### src/rtl/rf_pulse_tx.sv
// Pulse-position transmitter: a preamble of '1' symbols, then the latched word MSB first,
// one fixed-length slot per symbol, with a '1' sent as a single pulse inside its slot.
module rf_pulse_tx #(
  parameter int unsigned SLOT_CYCLES   = 10000,
  parameter int unsigned POS_CYCLES    = 5000,
  parameter int unsigned HIGH_CYCLES   = 1,
  parameter int unsigned PREAMBLE_BITS = 8,
  parameter int unsigned DATA_BITS     = 64
) (
  input  logic                 i_PCLK,
  input  logic                 i_PRESETn,
  input  logic                 i_START,
  input  logic                 i_ABORT,
  input  logic [DATA_BITS-1:0] i_DATA,
  output logic                 o_RFIN,
  output logic                 o_BUSY,
  output logic                 o_DONE,
  output logic [6:0]           o_SYM_IDX
);

  localparam int unsigned CNT_W      = (SLOT_CYCLES > 1) ? $clog2(SLOT_CYCLES) : 1;
  localparam int unsigned FRAME_SYMS = PREAMBLE_BITS + DATA_BITS;
  localparam logic [CNT_W-1:0] SLOT_LAST = CNT_W'(SLOT_CYCLES - 1);
  localparam logic [6:0] PRE_LAST   = 7'(PREAMBLE_BITS - 1);
  localparam logic [6:0] FRAME_LAST = 7'(FRAME_SYMS - 1);

  // The pulse must fit inside its own slot and be at least one cycle wide.
  if (HIGH_CYCLES == 0 || POS_CYCLES + HIGH_CYCLES > SLOT_CYCLES) begin : g_bad_timing
    $error("rf_pulse_tx: pulse window does not fit inside the slot");
  end

  typedef enum logic [1:0] {
    IDLE = 2'd0,
    PRE  = 2'd1,
    DATA = 2'd2,
    FIN  = 2'd3
  } state_t;

  state_t               state;
  state_t               state_nxt;
  logic [CNT_W-1:0]     slot_cnt;
  logic [CNT_W-1:0]     slot_cnt_nxt;
  logic [DATA_BITS-1:0] shift_reg;
  logic [DATA_BITS-1:0] shift_nxt;
  logic [6:0]           sym_idx_nxt;
  logic                 rfin_nxt;
  logic                 busy_nxt;
  logic                 done_nxt;
  logic                 slot_end;
  logic                 in_window;
  logic                 sym_val;
  logic                 sending;

  // Next-state, slot/symbol bookkeeping and next values of the registered outputs.
  always_comb begin
    state_nxt    = state;
    slot_cnt_nxt = slot_cnt;
    shift_nxt    = shift_reg;
    sym_idx_nxt  = o_SYM_IDX;
    sending      = (state == PRE) || (state == DATA);
    slot_end     = (slot_cnt == SLOT_LAST);
    in_window    = (32'(slot_cnt) >= POS_CYCLES) &&
                   (32'(slot_cnt) < POS_CYCLES + HIGH_CYCLES);
    sym_val      = (state == PRE) ? 1'b1 : shift_reg[DATA_BITS-1];

    case (state)
      IDLE: begin
        if (i_START) begin
          state_nxt = PRE;
          shift_nxt = i_DATA;
        end
      end
      PRE, DATA: begin
        slot_cnt_nxt = slot_end ? '0 : slot_cnt + CNT_W'(1);
        if (slot_end) begin
          if (state == DATA) shift_nxt = shift_reg << 1;
          // The index stays on the last symbol through FIN instead of running past the frame.
          if (o_SYM_IDX == FRAME_LAST) begin
            state_nxt = FIN;
          end else begin
            sym_idx_nxt = o_SYM_IDX + 7'(1);
            if (state == PRE && o_SYM_IDX == PRE_LAST) state_nxt = DATA;
          end
        end
      end
      FIN:     state_nxt = IDLE;
      default: state_nxt = IDLE;
    endcase

    if (i_ABORT && state != IDLE) state_nxt = IDLE;
    if (state_nxt == IDLE) begin
      slot_cnt_nxt = '0;
      sym_idx_nxt  = '0;
    end

    busy_nxt = (state_nxt == PRE) || (state_nxt == DATA);
    done_nxt = (state_nxt == FIN);
    // Gating on busy_nxt truncates a pulse on abort and at the end of the final slot.
    rfin_nxt = sending && busy_nxt && in_window && sym_val;
  end

  always_ff @(posedge i_PCLK or negedge i_PRESETn) begin
    if (!i_PRESETn) begin
      state     <= IDLE;
      slot_cnt  <= '0;
      shift_reg <= '0;
      o_SYM_IDX <= '0;
      o_RFIN    <= 1'b0;
      o_BUSY    <= 1'b0;
      o_DONE    <= 1'b0;
    end else begin
      state     <= state_nxt;
      slot_cnt  <= slot_cnt_nxt;
      shift_reg <= shift_nxt;
      o_SYM_IDX <= sym_idx_nxt;
      o_RFIN    <= rfin_nxt;
      o_BUSY    <= busy_nxt;
      o_DONE    <= done_nxt;
    end
  end

endmodule
### config.mk
export PLATFORM = sky130hd
export DESIGN_NAME = rf_pulse_tx
export DESIGN_NICKNAME = d
export VERILOG_FILES = /design/src/rtl/rf_pulse_tx.sv
export SDC_FILE = /design/constraint.sdc
export NUM_CORES = 1
export LEC_CHECK = 0
export ABC_AREA = 0
export CORE_UTILIZATION = 50
export DETAILED_ROUTE_END_ITERATION = 10
export MAX_ROUTING_LAYER = met4
export PLACE_DENSITY_LB_ADDON = 0.1
export SLEW_MARGIN = 10
export SYNTH_ARGS = -nofsm -noshare
export SYNTH_HDL_FRONTEND = slang
export SYNTH_SLANG_ARGS = --single-unit
### constraint.sdc
create_clock -name i_PCLK -period 5.74 [get_ports i_PCLK]
set_clock_uncertainty 0.2 [all_clocks]
set_input_delay 1.435 -clock i_PCLK [delete_from_list [all_inputs] [get_ports i_PCLK]]
set_output_delay 1.435 -clock i_PCLK [all_outputs]
set_load 0.01 [all_outputs]
# Word-level counts from Yosys, hierarchy flattened
# Index checks and enable logic that the tools add are counted.
# classes
n_addsub,2
magnitude_cmp,2
eq_ne,13
muxes,18
reduce_logical,17
# ops
op,n
$mux 64,3
$pmux 64 s2,1
$mux 14,3
$mux 7,4
$add 14x1->14 const B,1
$eq 14x14->1 const B,1
$ge 14x13->1 const B,1
$lt 14x13->1 const B,1
$mux 2,5
$eq 2x2->1 const B,4
$reduce_bool 2->1,4
$add 7x1->7 const B,1
$eq 7x3->1 const B,1
$eq 7x7->1 const B,1
$logic_and 1x1->1,6
$ne 2x2->1 const B,3
$pmux 2 s3,1
$eq 2x1->1 const B,2
$logic_not 2->1,2
$reduce_and 4->1,1
$reduce_and 3->1,1
$logic_or 1x1->1,2
$ne 2x1->1 const B,1
$reduce_or 2->1,1
$mux 1,1
# word_totals
ff_bits,90
in_bits,68
word_cells,59

# Depth between registers and ports, before layout
# depth
word_depth,12
mapped_depth,11
depth_no_buf,11

# Worst setup path before layout
# OpenSTA, ideal clock, no wires.
# synth_timing
path_type,input -> register
from,input i_ABORT
to,register slot_cnt[11]
setup_ps,132
arrival_ps,3140
required_ps,5408
setup_slack_ps,2268
cell_stages,9
path_buffers,0
cell_sequence,nand2b_1 -> or2_2 -> a31o_2 -> and4_1 -> ha_1 -> o211ai_1 -> nor4_1 -> xnor2_1 -> nor2_1
# synth_between
elab_chain_cells,4
# synth_lines
item,line_no,source
from (decl),13,"input logic i_ABORT,"
$logic_and 1x1->1 (*),90,if (i_ABORT && state != IDLE) state_nxt = IDLE;
$mux 2 (*),90,
$logic_not 2->1 (*),91,if (state_nxt == IDLE) begin
$mux 14 or $reduce_bool 2->1 (tied branches),n/a,
to (signal assigned),113,slot_cnt <= slot_cnt_nxt;
to (decl),41,logic [CNT_W-1:0] slot_cnt;
# Mark *: on every way between the ends. The rest lies on a longest branch, timed or not.
# A chain may end at the register's enable or synchronous reset.

# Final worst setup path
# layout_timing
from,input i_START
to,register slot_cnt[8]
# layout_between
elab_chain_cells,5
# layout_lines
item,line_no,source
from (decl),12,"input logic i_START,"
$mux 2 (*),68,if (i_START) begin
$pmux 2 s3 (*),66,case (state)
$mux 2 (*),90,
$logic_not 2->1 (*),91,
$mux 14 or $reduce_bool 2->1 (tied branches),n/a,
# Marked as above.

==> flow_summary.json <==
{
  "synth_top_family_by_area": "compound AO/OA/AOI/OAI gates",
  "slew_headroom_pct": 28.40,
  "syn_to_final_growth_pct": 22.48,
  "synth_ff_type": "dfrtp_1",
  "grt_max_degree": 64,
  "placed_cells": 569,
  "maxCapViolCount": 0,
  "outcome": "complete, no violations",
  "synthTopCellsByArea": "dfrtp_1 (46%), a2bb2oi_2 (18%), mux2i_1 (13%)",
  "power_density_nw_per_um2": 428.6,
  "critical_path.cell_chain": "clkdlybuf4s50_1 > a21oi_1 > or2_2 > a31o_2 > and4_1 > ha_1 > o211ai_1 > nor3_1 > xnor2_1 > nor2_1",
  "dp_hpwl_mm": 6.511,
  "cts_tree": "yes",
  "cts_buffers": 9,
  "viasPerCell": 5.668,
  "synth_fa_ha_area_share_pct": 2.302,
  "via_count": 3316,
  "syn_inst": 381,
  "critical_path_peak_fanout": 17,
  "clock_sinks": 90,
  "grt_pass1_wl_mm": 16.44,
  "clock_latency_ns": 0.35,
  "synthesis.area_um2": 4892,
  "hold_depth": 1,
  "synth_top_area_cell": "dfrtp_1",
  "crit_slowest_cell": "clkdlybuf4s50_1",
  "min_period_ns": 4.041,
  "drive_above_1_share_pct": 20.61,
  "switching_share_pct": 31.61,
  "synth_xor_area_share_pct": 1.969,
  "n_antenna_cell": 0,
  "required_ns": 5.78,
  "rsz0062_at_grt": "false",
  "synth_cell_types": 46,
  "cpPeakStageDelay_ns": 0.61,
  "hold_path.startpoint": "shift_reg[54]",
  "synth.most_common_cell": "dfrtp_1",
  "p_int_mw": 1.756,
  "regToRegSetupSlack_ns": 2.01,
  "clock-root-buffer": "clkbuf_8",
  "pre_cts_ws_ns": 1.347,
  "multiInputGateArea_um2": 2502,
  "syn-mean-instance-area_um2": 12.84,
  "fin_ws_ns": 1.699,
  "fin_util_pct": 63.94,
  "r2r_start": "slot_cnt[4]",
  "post_cts_buffers": 0,
  "grt_util_all_layers_pct": 21.04,
  "ys_ff_latch": 90,
  "wl_per_cell_um": 16.79,
  "power.switching_mw": 0.8118,
  "power.leakage_nw": 2.329,
  "irDropWorstVdd_v": 0.0001842,
  "synth_mux_area_share_pct": 13.58,
  "synth_fp_nets": 458,
  "clock_path_buffers": 2,
  "crit_type": "in2reg",
  "synth_edf_count": 0,
  "dpl_cell_area_um2": 5744,
  "grt_pass1_vias": 3339,
  "clk_pin_slew_worst_paths_ns": 0.09,
  "r2r_cells": 9,
  "hold_viol": 0,
  "rows": 35,
  "die_y_um": 100.9,
  "ant_nets": 0,
  "hold_path_class": "reg2reg",
  "synth_top_cell_area_share_pct": 46.04,
  "die_w_um": 100.9,
  "synthSimpleGateAreaFrac_pct": 10.15,
  "busiest_layer": "met2",
  "timing.rr.end": "slot_cnt[9]",
  "antenna_found_initial": 0,
  "cp_data_arrival_time_ns": 4.08,
  "initial_core_util_pct": 52.20,
  "gr-total-overflow": 0,
  "synth_warnings": 0,
  "drtPass1Iterations": 4,
  "use_met2_pct": 32.35,
  "finalCritPeriodShare_pct": 70.41,
  "whs_endpoint": "shift_reg[55]",
  "totalWireLength_mm": 9.823,
  "ys_seq_area_share_pct": 46.04,
  "nets": 528,
  "gp_congestion": 0.8671,
  "power_frac_seq_pct": 41.4,
  "port_buffers": 77,
  "regArea_um2": 2252,
  "clock_power_share_pct": 20.5,
  "setup.worst_path.end_class": "register",
  "io_pins": 78,
  "tns_ns": 0,
  "h-tree-depth": 3,
  "crit_path_start_kind": "input port",
  "slew_viol_final": 0,
  "holdBufCountCts": 0,
  "fmax_mhz": 247.4,
  "fillers": 783,
  "synth-compound-area-share_pct": 22.74,
  "p_comb_share_pct": 38.1,
  "coreArea_um2": 9371,
  "cts_resized": 0,
  "first_iter_violations": 188,
  "finalSetupViolations": 0,
  "ys_async_sr_fraction_pct": 100.0,
  "stdcell_area_um2": 5992,
  "grt_use_met3_pct": 3.883,
  "met1_usage_pct": 28.45,
  "largest_reg_flops": 64,
  "fin_cells": 585,
  "drc": 0,
  "worst_pin_slew_ns": 1.074,
  "synth_common_cells": "dfrtp_1 (90), mux2i_1 (63), a2bb2oi_2 (60)",
  "dieArea_um2": 10180
}
==> stage by stage <==
step / hold WS, ns / power (mW)
after floorplan: 0.2947 / 1.839
after global placement: 0.3030 / 2.024
after detailed placement: 0.3115 / 2.058
after CTS: 0.3314 / 2.596
after global routing: 0.3511 / 2.732
final: 0.3271 / 2.568
==> worst max-delay path, delay by kind of cell <==
family	cells	cell delay, ns
and+or+nand+nor	4	0.65
xor gates and xnor gates	1	0.18
buffers and inverters	1	0.61
adders and majority gates	1	0.38
AOI/OAI and AO/OA	3	0.82
==> logic make-up after synthesis <==
group,Yosys count
adders and majority gates,9
and+or+nand+nor,87
muxes,66
AOI/OAI and AO/OA,88
buffers and inverters,30
xor gates and xnor gates,11
DFF,90
==> per-layer routing <==
metal / share of wire [%] / vias to the layer above / routed length (um)
li1: - / 1581 / -
met1: 47 / 1650 / 4663
met2: 47 / 76 / 4625
met3: 4.2 / 9 / 416
met4: 1.2 / 0 / 117
met5: 0 / - / 0
==> power groups by stage <==
stage                     Sequential, mW  Combinational [mW]  Clock (mW)
after global placement              1.07               0.957           0
after CTS                           1.06               0.991       0.542
after global routing                1.09                1.07       0.567
after floorplan                     1.03               0.805           0
after detailed placement            1.08               0.983           0
final                               1.06               0.979       0.526
==> layout make-up <==
type / count / area share (%)
Clock buffer: 9 / 2.067
Multi-Input combinational cell: 261 / 41.76
Inverter: 8 / 0.5011
Timing Repair Buffer: 81 / 13.32
Tap cell: 129 / 2.694
Clock inverter: 7 / 2.067
Sequential cell: 90 / 37.59
==> layout by cell type (no fill, tap or decap), types with 3 or more instances in the layout <==
cell type	n
a21oi_1	8
a2bb2oi_1	4
a2bb2oi_2	60
and3_1	5
buf_4	5
bufinv_16	3
clkbuf_8	9
clkdlybuf4s50_1	76
dfrtp_1	90
ha_1	9
inv_1	8
mux2_2	3
mux2i_1	63
nand2_1	9
nand3_1	9
nand4_1	6
nor2_1	22
nor3_1	4
nor4_1	8
o21ai_0	4
xnor2_1	10
==> worst max path at each step <==
stage	from	end	slack [ns]	depth (start not counted)
2_1_floorplan	i_ABORT	slot_cnt[11]	2.27	9
3_3_place_gp	i_START	slot_cnt[11]	1.39	10
3_5_place_dp	i_START	slot_cnt[8]	1.35	10
4_1_cts	i_START	slot_cnt[8]	1.71	10
5_1_grt	i_START	slot_cnt[9]	1.45	10
6_report	i_START	slot_cnt[8]	1.70	10
(Power assumes the default switching activity.)
